===== src/rtl/stats_uart_tx_if.sv =====
// Handshake bundle between the telemetry source (master) and the UART frame
// transmitter (slave): stat snapshot inputs, frame request and serial/status outputs.
interface stats_uart_tx_if;
  logic       start;
  logic [3:0] hunger;
  logic [3:0] happiness;
  logic [3:0] health;
  logic [3:0] hygiene;
  logic [3:0] energy;
  logic [3:0] social;
  logic [6:0] status;
  logic       tx;
  logic       busy;
  logic       frame_done;

  modport master (
    output start, hunger, happiness, health, hygiene, energy, social, status,
    input  tx, busy, frame_done
  );

  modport slave (
    input  start, hunger, happiness, health, hygiene, energy, social, status,
    output tx, busy, frame_done
  );
endinterface


===== src/rtl/stats_uart_tx.sv =====
// Telemetry UART transmitter: snapshots pet stats on request and sends a fixed
// 6-byte 8N1 frame (header, four packed stat bytes, XOR checksum) on tx.
module stats_uart_tx #(
  parameter logic [15:0] CLKS_PER_BIT = 16'd1042,
  parameter logic [7:0]  HEADER       = 8'hA5
) (
  input logic           clk,
  input logic           rst_n,
  stats_uart_tx_if.slave bus
);

  typedef enum logic [2:0] {IDLE, START, DATA, STOP, DONE} state_t;

  state_t      state;
  logic [15:0] baud;
  logic [2:0]  bit_idx;
  logic [2:0]  byte_idx;
  logic [30:0] snap;
  logic        tx_r;
  logic        busy_r;
  logic        done_r;
  logic [7:0]  cur_byte;
  logic [2:0]  next_bit;
  logic        bit_end;

  // Snapshot layout: {hunger, happiness, health, hygiene, energy, social, status}
  function automatic logic [7:0] frame_byte(input logic [30:0] s,
                                            input logic [2:0]  idx,
                                            input logic [7:0]  hdr);
    logic [7:0] b1, b2, b3, b4;
    b1 = s[30:23];
    b2 = s[22:15];
    b3 = s[14:7];
    b4 = {1'b0, s[6:0]};
    case (idx)
      3'd0:    frame_byte = hdr;
      3'd1:    frame_byte = b1;
      3'd2:    frame_byte = b2;
      3'd3:    frame_byte = b3;
      3'd4:    frame_byte = b4;
      3'd5:    frame_byte = b1 ^ b2 ^ b3 ^ b4;
      default: frame_byte = hdr;
    endcase
  endfunction

  assign cur_byte = frame_byte(snap, byte_idx, HEADER);
  assign next_bit = bit_idx + 3'd1;
  assign bit_end  = (baud == CLKS_PER_BIT - 16'd1);

  always_ff @(posedge clk or negedge rst_n) begin
    if (!rst_n) begin
      state    <= IDLE;
      baud     <= '0;
      bit_idx  <= '0;
      byte_idx <= '0;
      snap     <= '0;
      tx_r     <= 1'b1;
      busy_r   <= 1'b0;
      done_r   <= 1'b0;
    end else begin
      case (state)
        // DONE behaves like IDLE for acceptance, so a start held through the
        // done pulse launches the next frame without an extra idle cycle.
        IDLE, DONE: begin
          state  <= IDLE;
          tx_r   <= 1'b1;
          busy_r <= 1'b0;
          done_r <= 1'b0;
          if (bus.start) begin
            snap     <= {bus.hunger, bus.happiness, bus.health, bus.hygiene,
                         bus.energy, bus.social, bus.status};
            state    <= START;
            tx_r     <= 1'b0;
            busy_r   <= 1'b1;
            baud     <= '0;
            bit_idx  <= '0;
            byte_idx <= '0;
          end
        end
        START: begin
          if (bit_end) begin
            baud    <= '0;
            bit_idx <= '0;
            tx_r    <= cur_byte[0];
            state   <= DATA;
          end else begin
            baud <= baud + 16'd1;
          end
        end
        DATA: begin
          if (bit_end) begin
            baud <= '0;
            if (bit_idx == 3'd7) begin
              tx_r  <= 1'b1;
              state <= STOP;
            end else begin
              bit_idx <= next_bit;
              tx_r    <= cur_byte[next_bit];
            end
          end else begin
            baud <= baud + 16'd1;
          end
        end
        STOP: begin
          if (bit_end) begin
            baud <= '0;
            if (byte_idx == 3'd5) begin
              state  <= DONE;
              busy_r <= 1'b0;
              done_r <= 1'b1;
            end else begin
              byte_idx <= byte_idx + 3'd1;
              tx_r     <= 1'b0;
              state    <= START;
            end
          end else begin
            baud <= baud + 16'd1;
          end
        end
        default: begin
          state  <= IDLE;
          tx_r   <= 1'b1;
          busy_r <= 1'b0;
          done_r <= 1'b0;
        end
      endcase
    end
  end

  assign bus.tx         = tx_r;
  assign bus.busy       = busy_r;
  assign bus.frame_done = done_r;

endmodule


===== src/flat_wrapper.sv =====
// flat-port wrapper written by rule: the top's interface ports become plain ports
module stats_uart_tx_flat 
#(
  parameter logic [15:0] CLKS_PER_BIT = 16'd1042,
  parameter logic [7:0]  HEADER       = 8'hA5
)
  (clk, rst_n, bus_start, bus_hunger, bus_happiness, bus_health, bus_hygiene, bus_energy, bus_social, bus_status, bus_tx, bus_busy, bus_frame_done);
  stats_uart_tx_if bus_i ();
  input logic clk;
  input logic rst_n;
  input wire logic [$bits(bus_i.start)-1:0] bus_start;
  input wire logic [$bits(bus_i.hunger)-1:0] bus_hunger;
  input wire logic [$bits(bus_i.happiness)-1:0] bus_happiness;
  input wire logic [$bits(bus_i.health)-1:0] bus_health;
  input wire logic [$bits(bus_i.hygiene)-1:0] bus_hygiene;
  input wire logic [$bits(bus_i.energy)-1:0] bus_energy;
  input wire logic [$bits(bus_i.social)-1:0] bus_social;
  input wire logic [$bits(bus_i.status)-1:0] bus_status;
  output wire logic [$bits(bus_i.tx)-1:0] bus_tx;
  output wire logic [$bits(bus_i.busy)-1:0] bus_busy;
  output wire logic [$bits(bus_i.frame_done)-1:0] bus_frame_done;
  assign bus_i.start = bus_start;
  assign bus_i.hunger = bus_hunger;
  assign bus_i.happiness = bus_happiness;
  assign bus_i.health = bus_health;
  assign bus_i.hygiene = bus_hygiene;
  assign bus_i.energy = bus_energy;
  assign bus_i.social = bus_social;
  assign bus_i.status = bus_status;
  assign bus_tx = bus_i.tx;
  assign bus_busy = bus_i.busy;
  assign bus_frame_done = bus_i.frame_done;
  stats_uart_tx #(.CLKS_PER_BIT(CLKS_PER_BIT), .HEADER(HEADER)) u_core (.clk(clk), .rst_n(rst_n), .bus(bus_i));
endmodule

===== config.mk =====
export PLATFORM = sky130hd
export DESIGN_NAME = stats_uart_tx_flat
export DESIGN_NICKNAME = d
export VERILOG_FILES = /design/src/rtl/stats_uart_tx_if.sv /design/src/rtl/stats_uart_tx.sv /design/src/flat_wrapper.sv
export SDC_FILE = /design/constraint.sdc
export NUM_CORES = 1
export LEC_CHECK = 0
export CAP_MARGIN = 20
export CORE_UTILIZATION = 50
export CTS_BUF_LIST = sky130_fd_sc_hd__clkbuf_4 sky130_fd_sc_hd__clkbuf_8
export DETAILED_ROUTE_END_ITERATION = 12
export PLACE_DENSITY = 0.74
export REMOVE_ABC_BUFFERS = 1
export SYNTH_ARGS = -nofsm -noshare
export SYNTH_HDL_FRONTEND = slang
export SYNTH_SLANG_ARGS = --single-unit
export TNS_END_PERCENT = 20

===== constraint.sdc =====
create_clock -name clk -period 1.9 [get_ports clk]
set_input_delay 0.38 -clock clk [delete_from_list [all_inputs] [get_ports clk]]
set_output_delay 0.38 -clock clk [all_outputs]
set_load 0.01 [all_outputs]

---- Word level (Yosys, flattened, before mapping) ----
Index checks and enable logic that the tools add are counted.
cells by class
  add/sub/neg operators ................... 3
  magnitude comparators ................... 1
  equality and inequality tests ........... 19
  multiplexer cells ....................... 35
  bitwise operators ....................... 4
  reduce and logical (&&, ||, !) cells .... 14
operator list
  cell                                                                     number
  8-bit case mux with 5 select lines                                       1
  3-bit two-way mux                                                        11
  16-bit two-way mux                                                       2
  16-bit case mux with 2 select lines                                      1
  16-bit by 1-bit adder with 16-bit output, second input constant          1
  16-bit by 11-bit equality test with 1-bit output, second input constant  1
  8-bit bitwise XOR                                                        2
  1-bit two-way mux                                                        13
  3-bit by 2-bit equality test with 1-bit output, second input constant    4
  3-bit equality test, second input constant                               4
  3-bit case mux with 4 select lines                                       1
  4-bit AND reduction                                                      3
  2-bit by 1-bit != test with 1-bit output, second input constant          5
  3-bit case mux with 3 select lines                                       1
  8-bit by 7-bit bitwise XOR with 8-bit output                             1
  3-bit by 1-bit adder with 3-bit output, second input constant            2
  3-bit by 1-bit equality test with 1-bit output, second input constant    2
  2-bit != test, second input constant                                     3
  3-bit case mux with 2 select lines                                       1
  5-bit AND reduction                                                      1
  3-bit by 4-bit < comparator with 1-bit output, second input constant     1
  1-bit case mux with 4 select lines                                       1
  2-bit AND reduction                                                      2
  2-bit nonzero test                                                       2
  other kinds (9)                                                          10
storage, ports and cells
  bits in registers ....................... 59
  input bits .............................. 34

---- Logic depth before layout (Yosys ltp) ----
  depth in word-level cells ............... 9
  mapped depth ............................ 11
  gate-level depth less buffers ........... 8

---- Worst setup path after synthesis ----
OpenSTA, ideal clock, no wires.
  kind .................................... register -> register
  start point ............................. register u_core.byte_idx[2]
  end point ............................... register u_core.tx_r, in the netlist u_core.bus.tx
  library setup time ...................... 0.104 ns
  arrival ................................. 1.958 ns
  required time ........................... 1.796 ns
  setup slack ............................. -0.162 ns
  stages on the path, launching flop included .. 12
  buffers on the path ..................... 3
  period minus slack after synthesis ...... 2.062 ns
  cell sequence ........................... dfrtp_1 buf_2 buf_2 inv_1 ha_1 clkbuf_1 a21oi_1 o211ai_1 a311oi_1 nor4_1 o32ai_1 a41oi_1
between the ends
  cells in the longest elaborated chain, start to end .. 7
ends and longest elaborated chain
  element                                      RTL line                                   RTL
  start, declared                              stats_uart_tx.sv:17                        logic [2:0] byte_idx;
  start signal, assigned                       stats_uart_tx.sv:112                       byte_idx <= byte_idx + 3'd1;
  3-bit equality test (tied with other cells)  stats_uart_tx.sv:35, stats_uart_tx.sv:107
  8-bit case mux with 5 select lines           stats_uart_tx.sv:35                        case (idx)
  1-bit binary-select mux with 3-bit select    stats_uart_tx.sv:98                        tx_r <= cur_byte[next_bit];
  1-bit two-way mux (implied by the code)      stats_uart_tx.sv:98
  1-bit two-way mux                            stats_uart_tx.sv:93                        if (bit_idx == 3'd7) begin
  1-bit two-way mux                            stats_uart_tx.sv:91                        if (bit_end) begin
  1-bit case mux with 4 select lines           stats_uart_tx.sv:61                        case (state)
  end signal, assigned                         stats_uart_tx.sv:84                        tx_r <= cur_byte[0];
  end signal, assigned                         stats_uart_tx.sv:98
  end, declared                                stats_uart_tx.sv:19                        logic tx_r;
Several ways; a longest one is shown, not always the timed one. The select of a mux whose other input is x is not followed.
A chain may end at the register's enable or synchronous reset.

---- Worst setup path in the final report ----
  start point ............................. register u_core.byte_idx[0]
  end point ............................... register u_core.tx_r, in the netlist u_core.bus.tx
Same word-level chain as after synthesis.

==> results.yml <==
detailed_routing:
  detail_route.iter0.violations: 165
  drt-total-wl_um: 7750
  remaining_drc_errors: 0
  drt-vias-per-instance: 5.56
  wl_per_cell_um: 14.4
  route.antenna.remaining_nets: 0
  vias: 3003
  detailedRoute.firstPassIterationCount: 5
die:
  io_pins: 37
  floorplan.core_area_sq_um: 6390
  initial_utilization_pct: 52.4
  rows: 29
  die_h_um: 83.8
  die_w_um: 83.8
  floorplan.die_area_sq_um: 7020
synthesis:
  synth-edff-count: 0
  synthDominantAreaCellType: "dfrtp_1"
  synth.area.top_cells: "dfrtp_1 43%, nand2_1 13%, xnor2_1 3.9%"
  synth_top_area_share_pct: 43.4
  yosys_most_used_dff: "dfrtp_1"
  synth_async_sr_flop_share_pct: 100
  yosysSeqAreaShare_pct: 44.2
  syn_area_per_cell_sq_um: 8.78
  ys_seq_elements: 59
  synth_cell_types: 53
  ys.warnings.count: 0
  syn_area_sq_um: 3340
  syn-instance-count: 381
timing:
  hold_violations: 0
  final.period_utilization_pct: 108
  transition_time_at_the_pin_with_the_least_slew_margin_ns: 0.514
  maxSlewHeadroom_pct: 65.3
  fin_worst_hold_slack_ns: 0.00307
  timing_max_transition_violations_final: 0
  rsz0062_at_grt: "true"
  finalCriticalPeriod_ns: 2.06
  fmaxAchievable_ghz: 0.486
  worst_setup_skew_after_layout_ns: 0.00556
  postLayoutSetupSlackWorst_ns: -0.158
  setup_violations: 1
finish:
  layout.nets: 501
  mostFrequentLayoutCells: "119 x nand2_1, 57 x dfrtp_1, 45 x buf_4"
  n_antenna_cell: 0
  post_route_cells_drive_above_1_share_pct: 19.0
  final-seq-area_sq_um: 1480
  areaGrowthSynthToFinish_pct: 30.2
  multiInputGateArea_sq_um: 1850
  mostFrequentLayoutCell: "nand2_1"
  fillerInstances: 516
power_and_ir_drop:
  p_comb_share_pct: 7.9
  worst_voltage_drop_across_the_vdd_grid_uv: 467
  power_frac_clock_pct: 39.3
  sequentialPowerShare_pct: 52.7
  cellLeakagePower_nw: 1.99
  power_switching_mw: 0.582
  p_per_area_nw_per_um2: 578
  internal-power_mw: 1.93
  power.switching_fraction_pct: 23.1
  totalPowerFinal_mw: 2.52
setup_path:
  setup.reg_to_reg.worst_slack_ns: -0.16
  critical_path_required_ns: 2.15
  reg2reg_from: "u_core.byte_idx[0]"
  rr_worst_depth: 8
  rr_endpoint: "u_core.bus.tx"
  timing.critical_path.fanout_max: 10
  setup.worst_path.class: "reg -> reg"
  critPathCaptureType: "flop"
  worstSetupStartpointType: "flop"
  worst_ep_arrival_time_ns: 2.31
  startpoint: "u_core.byte_idx[0]"
flow_run:
  drv_cap: 0
outcome:
  run_status: "complete, but fails checks"
  violations_in_the_final_reports: "setup timing"
grt:
  first_pass_grt_wire_length_um: 13600
  vias_in_the_first_global_route: 2973
  grt-ovfl-total: 0
  grt_antenna_before_repair: 0
  grt_util_all_layers_pct: 24.1
  pin_count_of_the_biggest_net_entering_global_routing: 60
clocking:
  cts_buffer_count: 9
  clk_pin_slew_ns: 0.06
  clock_tree_from_tritoncts: "done"
  worstSkewPairLatency_ns: 0.34
  cts-htree-levels: 3
  cts.path.max_buffers: 2
  clock-sinks: 59
  root_buffer: "clkbuf_8"
placed_design:
  io_buffer_count: 36
  post-dp-hpwl_um: 5540
  place_congestion: 0.864
min_path:
  worst_hold_path_type: "in -> async"
worst max-delay path: stages (launching register included):
cell	delay, ns
dfrtp_2	0.45
ha_2	0.22
ha_4	0.21
a21oi_2	0.14
o211ai_1	0.11
a311oi_2	0.31
nor4_1	0.10
o32ai_1	0.29
a41oi_1	0.15
state kept, by name, indices dropped and copies added (netlist names):
signal,count
u_core.bus.tx,1
u_core.byte_idx,3
u_core.state,3
u_core.bit_idx,3
u_core.bus.busy,1
u_core.bus.frame_done,1
u_core.snap,31
u_core.baud,16
per-layer routing:
| layer | track usage [%] | wire length [um] | vias up |
|---|---|---|---|
| met5 | 0 | 0 | - |
| met4 | 12.8 | 178 | 0 |
| met3 | 3.76 | 314 | 20 |
| met2 | 37.0 | 3610 | 88 |
| met1 | 32.9 | 3660 | 1423 |
| li1 | - | - | 1472 |
cell usage after synthesis (6+ instances only):
cell type,n
inv_1,8
nor2_1,17
a22oi_1,9
nor3_1,8
dfrtp_1,58
o21ai_0,17
xor2_1,10
xnor2_1,15
buf_2,6
a21oi_1,11
clkbuf_1,10
nand3_1,14
ha_1,9
nand2_1,119
timing repair:
item / CTS / global route
hold buffers: 0 / 0
endpoints found under the setup margin: 6 / 8
gates resized for setup: 13 / 10
setup buffers: 2 / 0
pin swaps: 5 / 0
worst max path at each step:
stage                      endpoint  depth (start not counted)
CTS                   u_core.bus.tx                          8
global route          u_core.bus.tx                          9
global placement      u_core.bus.tx                          8
detailed placement    u_core.bus.tx                          8
finish                u_core.bus.tx                          8
floorplan           u_core.baud[10]                          6
power groups by stage:
stage	sequential (mW)	combinational (mW)	clock, mW
after floorplan	1.34	0.0854	0
after global placement	1.35	0.192	0
after detailed placement	1.35	0.197	0
after CTS	1.33	0.200	1.02
after global routing	1.33	0.222	1.05
final	1.33	0.199	0.990
logic make-up after synthesis:
family	after synthesis	synth area share, %
compound gates	67	13.7
xor+xnor	27	7.89
fa+ha+maj	9	3.37
buf+inv	26	3.25
flops	59	44.2
mux	4	1.20
simple gates	189	26.5
layout make-up:
class                      instances  area share [%]
clock buffer                      13            3.53
sequential                        59            34.0
timing repair buffer              83            16.6
clock inverter                     3           0.345
inverter                           9           0.776
tap                               77            2.21
multi-input combinational        296            42.5
metrics by stage:
stage	setup WS [ns]	utilization, %	cells	instance area [sq um]	TNS (ns)
after detailed placement	-0.275	63.8	522	4070	-0.753
after global routing	-0.240	68.2	540	4360	-0.326
final	-0.158	68.2	540	4360	-0.158
after global placement	-0.132	63.8	522	4070	-0.222
after CTS	-0.121	67.7	540	4320	-0.121
after floorplan	-0.362	-	364	3270	-2.32
No activity file was read; power rests on OpenSTA's default activity.
